[config.mk]
export PLATFORM = sky130hd
export DESIGN_NAME = a2d_spi_resp
export DESIGN_NICKNAME = d
export VERILOG_FILES = /design/src/rtl/a2d_spi_resp.sv
export SDC_FILE = /design/constraint.sdc
export NUM_CORES = 1
export LEC_CHECK = 0
export BUFFER_PORTS_ARGS = -buffer_cell sky130_fd_sc_hd__buf_4
export CAP_MARGIN = 40
export CORE_MARGIN = 5
export CORE_UTILIZATION = 41
export CTS_BUF_LIST = sky130_fd_sc_hd__clkbuf_4
export DETAILED_ROUTE_END_ITERATION = 10
export PLACE_DENSITY = 0.55
export SYNTH_ARGS = -nofsm -noshare
export SYNTH_HDL_FRONTEND = slang
export SYNTH_SLANG_ARGS = --single-unit
[constraint.sdc]
create_clock -name clk -period 1.95 [get_ports clk]
set_input_delay 0.0975 -clock clk [delete_from_list [all_inputs] [get_ports clk]]
set_output_delay 0.0975 -clock clk [all_outputs]
set_load 0.01 [all_outputs]
[src/rtl/a2d_spi_resp.sv]
// SPI responder (mode 0) modelling an 8-channel 12-bit A2D converter.
// Oversamples SS_n/SCLK/MOSI on clk; answers each frame with the previous sample.
//
// state | meaning
// IDLE  | waiting for SS_n fall; MISO held low
// SHIFT | frame in progress; shifting MOSI in on SCLK rise, MISO out on SCLK fall
module a2d_spi_resp (
  input  logic        clk,
  input  logic        rst_n,
  input  logic        SS_n,
  input  logic        SCLK,
  input  logic        MOSI,
  output logic        MISO,
  input  logic [11:0] ana_data,
  output logic [2:0]  chnl,
  output logic        cmd_vld,
  output logic        frm_err
);

  typedef enum logic {IDLE, SHIFT} state_t;

  state_t      state;
  logic [2:0]  ss_sync;
  logic [2:0]  sclk_sync;
  logic [1:0]  mosi_sync;
  logic [15:0] tx_shft;
  logic [15:0] rx_shft;
  logic [4:0]  bit_cnt;
  logic [11:0] smpl;

  logic ss_fall, ss_rise, sclk_rise, sclk_fall, mosi_s;

  // SS_n flops reset low so a select already asserted at reset release
  // never looks like a fresh falling edge.
  always_ff @(posedge clk or negedge rst_n) begin
    if (!rst_n) begin
      ss_sync   <= 3'b000;
      sclk_sync <= 3'b000;
      mosi_sync <= 2'b00;
    end else begin
      ss_sync   <= {ss_sync[1:0], SS_n};
      sclk_sync <= {sclk_sync[1:0], SCLK};
      mosi_sync <= {mosi_sync[0], MOSI};
    end
  end

  assign ss_fall   = ss_sync[2] & ~ss_sync[1];
  assign ss_rise   = ~ss_sync[2] & ss_sync[1];
  assign sclk_rise = ~sclk_sync[2] & sclk_sync[1];
  assign sclk_fall = sclk_sync[2] & ~sclk_sync[1];
  assign mosi_s    = mosi_sync[1];

  always_ff @(posedge clk or negedge rst_n) begin
    if (!rst_n) begin
      state   <= IDLE;
      tx_shft <= 16'h0000;
      rx_shft <= 16'h0000;
      bit_cnt <= 5'd0;
      smpl    <= 12'h000;
      chnl    <= 3'd0;
      cmd_vld <= 1'b0;
      frm_err <= 1'b0;
    end else begin
      cmd_vld <= 1'b0;
      frm_err <= 1'b0;
      // external mux has had one clk to follow the new chnl
      if (cmd_vld)
        smpl <= ana_data;
      case (state)
        IDLE: begin
          if (ss_fall) begin
            tx_shft <= {4'b0000, smpl};
            rx_shft <= 16'h0000;
            bit_cnt <= 5'd0;
            state   <= SHIFT;
          end
        end
        SHIFT: begin
          if (ss_rise) begin
            state <= IDLE;
            if (bit_cnt == 5'd16) begin
              chnl    <= rx_shft[13:11];
              cmd_vld <= 1'b1;
            end else begin
              frm_err <= 1'b1;
            end
          end else if (sclk_rise) begin
            rx_shft <= {rx_shft[14:0], mosi_s};
            if (bit_cnt != 5'd17)
              bit_cnt <= bit_cnt + 5'd1;
          end else if (sclk_fall) begin
            tx_shft <= {tx_shft[14:0], 1'b0};
          end
        end
        default: state <= IDLE;
      endcase
    end
  end

  assign MISO = (state == SHIFT) & tx_shft[15];

endmodule

Yosys cells after proc, flatten, opt, wreduce, memory -nomap -nowiden. Cells that the tools add are included. Widths: inputs -> output; s select.

Add/subtract/negate cells: 1. Equal/unequal tests: 8. Multiplexer cells: 23. Bitwise operators: 10. Reductions and logical operators: 4.

Operators with widths (count): $mux 16 (4); $mux 14 (3); $pmux 16 s2 (1); $pmux 14 s2 (1); $mux 5 (4); $pmux 5 s2 (1); $mux 1 (8); $reduce_and 4->1 (2); $ne 2x1->1 const B (3); $ne 2x2->1 const B (3); $reduce_and 3->1 (2); $add 5x1->5 const B (1); $and 1x1->1 (5); $eq 5x5->1 const B (1); $ne 5x5->1 const B (1); $not 1->1 (5); $pmux 1 s2 (1).

Flip-flop bits (word level): 61. Input port bits: 17. Output and inout port bits: 6. Word-level logic and storage cells: 57.

Logic depth before layout (Yosys ltp). Gate-level depths: netlist of run 1.

Word-level depth: 6. Mapped depth: 5. Depth with buffers taken out: 5.

Worst setup path before layout of run 1. OpenSTA, ideal clock, no wires.

Kind: reg2reg. From: reg state. To: reg bit_cnt[0]. Data arrival time: 1.288 ns. Data required time: 1.825 ns. Setup slack: 0.537 ns. Cell stages (with the launch flop): 5. Clock period less this slack: 1.413 ns. Cell sequence: dfrtp_1 > nor3b_2 > a41oi_1 > or2_1 > mux2_2.

Word-level cells in the longest chain between the ends: 3. Elaborated cells between the ends (all ways): 7. Classes of those cells: 4 x eq/ne; 1 x mux; 1 x bitwise; 1 x reduce/logical.

Ends and longest elaborated chain: start, declared (RTL line 22) `state_t state;`; start signal, assigned (RTL line 55) `state <= IDLE;`; start signal, assigned (RTL line 75) `state <= SHIFT;`; start signal, assigned (RTL line 80) `state <= IDLE;`; $not 1->1; $ne 2x2->1 (no line); $reduce_and 4->1 (no line); end signal, assigned (RTL line 90) `bit_cnt <= bit_cnt + 5'd1;`; end, declared (RTL line 28) `logic [4:0] bit_cnt;`.

Several ways; a longest one is shown, not always the timed one. A chain may end at the register's enable or synchronous reset.

Worst setup path after layout of run 1. Ends and elaborated chain as after synthesis.

==> results.json, run 1 <==
{
  "fin_nets": 279,
  "timing.fmax_mhz": 668,
  "startpoint_type": "register",
  "synth.distinct_cells": 26,
  "drcViolationCount": 0,
  "fp.coreArea_um2": 5850,
  "power.density_nw_per_um2": 834,
  "die_height_um": 87.2,
  "fin_tns_setup_ps": 0,
  "mostFrequentLayoutCells": "dfrtp_1, nand2_1, buf_4",
  "dp_hpwl_um": 2540,
  "synth_top_area_share": 0.624,
  "numCtsBuffers": 9,
  "dr.pass1.iters": 6,
  "drtIter0Drc": 69,
  "ys_warn_count": 0,
  "die_x_um": 87.2,
  "clkLatencyLatePin_ps": 390,
  "rsz0062_at_grt": "no",
  "die_area_um2": 7610,
  "cts_tree": "built",
  "antenna_found_initial": 0,
  "vias_per_cell": 4.81,
  "slowest_delay_ps": 370,
  "routedWlPerCell_um": 12.3,
  "port_buffers": 22,
  "netlist_instances": 217,
  "start_util": 0.418,
  "gp_congestion": 0.741,
  "grt_usage": 0.126,
  "slowest_stage": "dfrtp_1",
  "yosysSeqAreaShare": 0.624,
  "cp.required_ps": 2240,
  "synth-edff-count": 0,
  "layout_commonest_cell": "dfrtp_1",
  "drt_wl_total_um": 4160,
  "grt_max_degree": 62,
  "whs_ps": 304,
  "period_share": 0.768,
  "r2r-start": "state",
  "cap_violations": 0,
  "worst-r2r-cell-count": 4,
  "worst_clock_skew_ps": 8.04,
  "p_leak_nw": 1.42,
  "max_slew_margin": 0.489,
  "grt_pass1_wl_um": 7290,
  "async_reset_ff_frac": 1.00,
  "hold_viol_final": 0,
  "worstPathMaxFanout": 27,
  "drive_above_1_share": 0.227,
  "yosysTopAreaCell": "dfrtp_1",
  "clk_pin_slew_ps": 100,
  "clockBufferDepth": 2,
  "area_growth_pct": 22.2,
  "path_delay_family": "flip-flops",
  "via_count": 1630,
  "cts_resized": 0,
  "synth-seq-cells": 61,
  "cp.arrival_ps": 1790,
  "diodes": 0,
  "min_period_ps": 1500,
  "htreeDepth": 3,
  "criticalPathCategory": "register to register",
  "drv_slew": 0,
  "critPathCaptureType": "register",
  "r2r_setup_slack_ps": 450,
  "regToRegEndpoint": "bit_cnt[0]",
  "clock-root-buffer": "clkbuf_4",
  "cts.sinks": 61,
  "hold_class": "input port to asynchronous set/reset pin",
  "grt_pass1_vias": 1612,
  "io_pins": 23,
  "gr-total-overflow": 0,
  "finalSetupViolCount": 0,
  "ant_nets": 0,
  "worstPathCellList": "buf_4 -> a41oi_2 -> or2_1 -> mux2_2",
  "path_buf_inv": 1,
  "status": "completed",
  "vdd_drop_max_v": 0.000422,
  "syn_area_per_cell_um2": 11.3,
  "num_rows": 28,
  "synthTopCellsByArea": "dfrtp_1, nand2_1, mux2_2, o21ai_1, mux2i_1",
  "worst_pin_slew_ps": 766,
  "mappedNetlistArea_um2": 2450,
  "syn_nets": 237,
  "synthFlopType": "dfrtp_1"
}
-- cell usage after synthesis, types with 3 or more instances --
master,n
inv_1,6
nand2_1,51
ha_1,3
mux2_2,16
clkbuf_1,3
buf_2,7
o21ai_1,25
mux2i_1,11
o21ai_0,8
dfrtp_1,61
nand3_1,4
-- final cells by class --
cell class              count  area (um2)
clock buffers              10        75.1
clock inverters             6        53.8
fillers                   540        2860
inverters                   6        22.5
multi-input cells         139         862
flip-flops and latches     61        1530
well taps                  75        93.8
repair buffers             42         355
-- worst max path at each step --
stage | startpoint | to | slack [ps] | cells after the start
global placement | state | bit_cnt[0] | 470 | 4
detailed placement | state | bit_cnt[0] | 440 | 4
global route | state | bit_cnt[2] | 320 | 5
finish | state | bit_cnt[0] | 450 | 4
CTS | state | bit_cnt[0] | 420 | 4
floorplan | state | bit_cnt[0] | 540 | 4
-- flip-flops by register name (all words and copies together), names as in the netlist --
name and cells:
tx_shft 16, cmd_vld 1, sclk_sync 3, bit_cnt 5, frm_err 1, smpl 12, ss_sync 3, state 1
mosi_sync 2, chnl 3, rx_shft 14
-- where the power goes --
| part | leakage, nW | internal, mW | switching (mW) | total, mW |
|---|---|---|---|---|
| clock network | 0.0773 | 0.393 | 0.442 | 0.835 |
| registers | 0.822 | 1.33 | 0.0509 | 1.38 |
| logic | 0.519 | 0.128 | 0.152 | 0.280 |
-- worst reg2reg max path, delay by kind of cell (launching register included) --
kind	cells	cell delay (ps)
buffers and inverters	1	310
AND/OR/NAND/NOR	1	280
AO/OA/AOI/OAI	1	170
flip-flops	1	370
multiplexers	1	260
-- layer usage --
layer,global-route usage,part of all wire
met5,0,0
met4,0.0586,0.016
met3,0.0549,0.049
met2,0.185,0.45
met1,0.161,0.49
-- logic make-up (layout without fill, tap and decap cells) --
family / count (synthesis) / in the layout / share of synthesized area
adders and majority gates: 3 / 3 / 0.0153
DFF: 61 / 61 / 0.624
muxes: 27 / 27 / 0.119
AOI/OAI and AO/OA: 39 / 39 / 0.0859
buffers and inverters: 17 / 64 / 0.0297
and+or+nand+nor: 70 / 70 / 0.126
-- metrics by stage --
step	utilization	worst slack, ps	total power [mW]	cell area (um2)	cells
CTS	0.511	424	2.54	2990	339
global placement	0.462	471	1.66	2700	307
global route	0.511	318	2.65	2990	339
finish	0.511	453	2.49	2990	339
detailed placement	0.462	438	1.67	2700	307
floorplan	-	537	1.56	2450	217
-- repair_timing --
action / 4_1_cts / 5_1_grt
buffers inserted: 0 / 0
endpoints found under the hold margin: 76 / 0
hold buffers: 16 / 0
Note: power is estimated with default switching activity, not from simulation.
==> run 2: changes to the inputs <==
--- a/config.mk
+++ b/config.mk
@@ -5,13 +5,14 @@
 export SDC_FILE = /design/constraint.sdc
 export NUM_CORES = 1
 export LEC_CHECK = 0
+export ABC_AREA = 1
 export BUFFER_PORTS_ARGS = -buffer_cell sky130_fd_sc_hd__buf_4
 export CAP_MARGIN = 40
 export CORE_MARGIN = 5
 export CORE_UTILIZATION = 41
 export CTS_BUF_LIST = sky130_fd_sc_hd__clkbuf_4
 export DETAILED_ROUTE_END_ITERATION = 10
-export PLACE_DENSITY = 0.55
+export PLACE_DENSITY = 0.57
 export SYNTH_ARGS = -nofsm -noshare
 export SYNTH_HDL_FRONTEND = slang
 export SYNTH_SLANG_ARGS = --single-unit
==> constraint.sdc (replaced) <==
create_clock -name clk -period 1.31 [get_ports clk]
set_input_delay 0.0655 -clock clk [delete_from_list [all_inputs] [get_ports clk]]
set_output_delay 0.0655 -clock clk [all_outputs]
set_load 0.01 [all_outputs]
==> run 2 against run 1 <==
  * Combinational power rose to 5.0 times the previous value
  * Non-clock buffer count up 10
  * Highest routed layer unchanged
  * Cell count up 25%
==> results.json, run 2 <==
{
  "regArea_um2": 1530,
  "vdd_drop_max_v": 0.000744,
  "drt_wl_total_um": 5260,
  "numCtsBuffers": 9,
  "layout_commonest_cell": "nand2_1",
  "mappedNetlistArea_um2": 2720,
  "antenna_found_initial": 0,
  "r2r-start": "state",
  "layout.cells.non_filler": 424,
  "fillCellCount": 578,
  "grt_usage": 0.131,
  "syn_nets": 305,
  "fin_util": 0.550,
  "worst_pin_slew_ps": 391,
  "final_area_um2": 3510,
  "grt_max_degree": 34,
  "finalPower_mw": 5.21,
  "diodes": 0,
  "drive_above_1_share": 0.337,
  "gr-total-overflow": 0,
  "die_area_um2": 8360,
  "die_x_um": 91.5,
  "regToRegEndpoint": "rx_shft[7]",
  "max_slew_margin": 0.740,
  "dp_slack_ps": -78.5,
  "fp.coreArea_um2": 6390,
  "finalSetupViolCount": 0,
  "syn_area_per_cell_um2": 9.54,
  "cts_tree": "built",
  "fin_tns_setup_ps": 0,
  "min_period_ps": 1300,
  "routedWlPerCell_um": 12.4,
  "placed_cells": 385,
  "async_reset_ff_frac": 1.00,
  "synth_most_common_cell": "nand2_1",
  "status": "completed",
  "cap_violations": 0,
  "num_rows": 29,
  "synth-edff-count": 0,
  "die_height_um": 91.5,
  "synth.distinct_cells": 21,
  "cp.arrival_ps": 1580,
  "p_leak_nw": 1.70,
  "htreeDepth": 3,
  "rsz0062_at_grt": "yes",
  "period_share": 0.990,
  "r2r_setup_slack_ps": 10,
  "synthFlopType": "dfrtp_1",
  "criticalPathCategory": "register to register",
  "vias_per_cell": 4.72,
  "drtIter0Drc": 32,
  "clkLatencyLatePin_ps": 400,
  "dp_hpwl_um": 3110,
  "hold_class": "input port to asynchronous set/reset pin",
  "yosysSeqAreaShare": 0.561,
  "synth-seq-cells": 61,
  "port_buffers": 22,
  "timing.fmax_mhz": 771,
  "ant_nets": 0,
  "regMostFlops": "tx_shft",
  "grt_pass1_wl_um": 8820,
  "finalWorstSetupSlack_ps": 13.5,
  "fin_nets": 362,
  "via_count": 2000,
  "gp_congestion": 0.756,
  "worstPathMaxFanout": 7,
  "io_pins": 23,
  "hold_viol_final": 0,
  "clock-root-buffer": "clkbuf_4",
  "clk_pin_slew_ps": 110,
  "mostFrequentLayoutCells": "nand2_1, dfrtp_1, buf_4",
  "worst-r2r-cell-count": 7,
  "startpoint_type": "register",
  "drv_slew": 0,
  "synthTopCellsByArea": "dfrtp_1, nand2_1, o21ai_2, o21ai_0, inv_1",
  "whs_ps": 123,
  "netlist_instances": 285,
  "power.density_nw_per_um2": 1480,
  "critPathCaptureType": "register",
  "cp.required_ps": 1600,
  "reg_top3": "tx_shft x16, rx_shft x14, smpl x12",
  "yosysTopAreaCell": "dfrtp_1",
  "multiInputGateArea_um2": 1180,
  "largest_reg_flops": 16,
  "dr.pass1.iters": 4,
  "drcViolationCount": 0,
  "cts.sinks": 61,
  "ys_warn_count": 0,
  "synthTopCellsByCount": "nand2_1, dfrtp_1, o21ai_2",
  "clockBufferDepth": 2,
  "area_growth_pct": 29.1,
  "placed_cell_area_um2": 3000,
  "start_util": 0.426,
  "worst_clock_skew_ps": 14.2,
  "synth_top_area_share": 0.561,
  "grt_pass1_vias": 1922
}
[run 2: routing by layer]
layer / global-route usage / up-vias / part of all wire
met1: 0.171 / 941 / 0.48
met3: 0.0347 / 13 / 0.033
met4: 0.0733 / 0 / 0.025
met5: 0 / - / 0
met2: 0.198 / 23 / 0.46
li1: - / 1023 / -
[run 2: cells by family (layout without fill, tap and decap cells)]
group / Yosys count / in the layout / share of synthesized area
AOI/OAI and AO/OA: 53 / 53 / 0.138
xor gates and xnor gates: 1 / 1 / 0.00322
adders and majority gates: 3 / 3 / 0.0138
buffers and inverters: 37 / 93 / 0.0708
DFF: 61 / 61 / 0.561
muxes: 1 / 1 / 0.00414
and+or+nand+nor: 129 / 135 / 0.209
[run 2: area by class of cell]
class / count / share of cell area
Inverter: 25 / 0.0289
Clock inverter: 6 / 0.0221
Sequential cell: 61 / 0.435
Clock buffer: 10 / 0.0214
Tap cell: 77 / 0.0274
Multi-Input combinational cell: 193 / 0.336
Timing Repair Buffer: 52 / 0.129
[run 2: what timing repair did]
item | in CTS | in global routing
hold buffers | 16 | 0
setup endpoints to repair | 22 | 39
gates resized for setup | 3 | 27
pin swaps | 0 | 9
buffers inserted | 1 | 0
cloned | 0 | 6
endpoints found under the hold margin | 76 | 0
[run 2: worst max path at each step]
stage               slack (ps)   from          to
floorplan                  120  state  tx_shft[1]
finish                      10  state  rx_shft[7]
detailed placement         -80  state  tx_shft[1]
global route               -40  state  bit_cnt[3]
CTS                        -20  state  tx_shft[1]
global placement           -50  state  tx_shft[1]
[run 2: where the power goes]
part	total [mW]	leakage [nW]	switching (mW)	internal (mW)
Combinational	1.40	0.874	0.825	0.578
Clock	1.46	0.0852	0.678	0.778
Sequential	2.35	0.743	0.186	2.17
[run 2: critical path, stage by stage, from the launching register on]
cell and delay, ps:
dfrtp_2 460, buf_6 140, inv_8 50, nand3b_4 110
nand2_8 180, nand2_4 110, nand2_1 80, o21ai_2 50
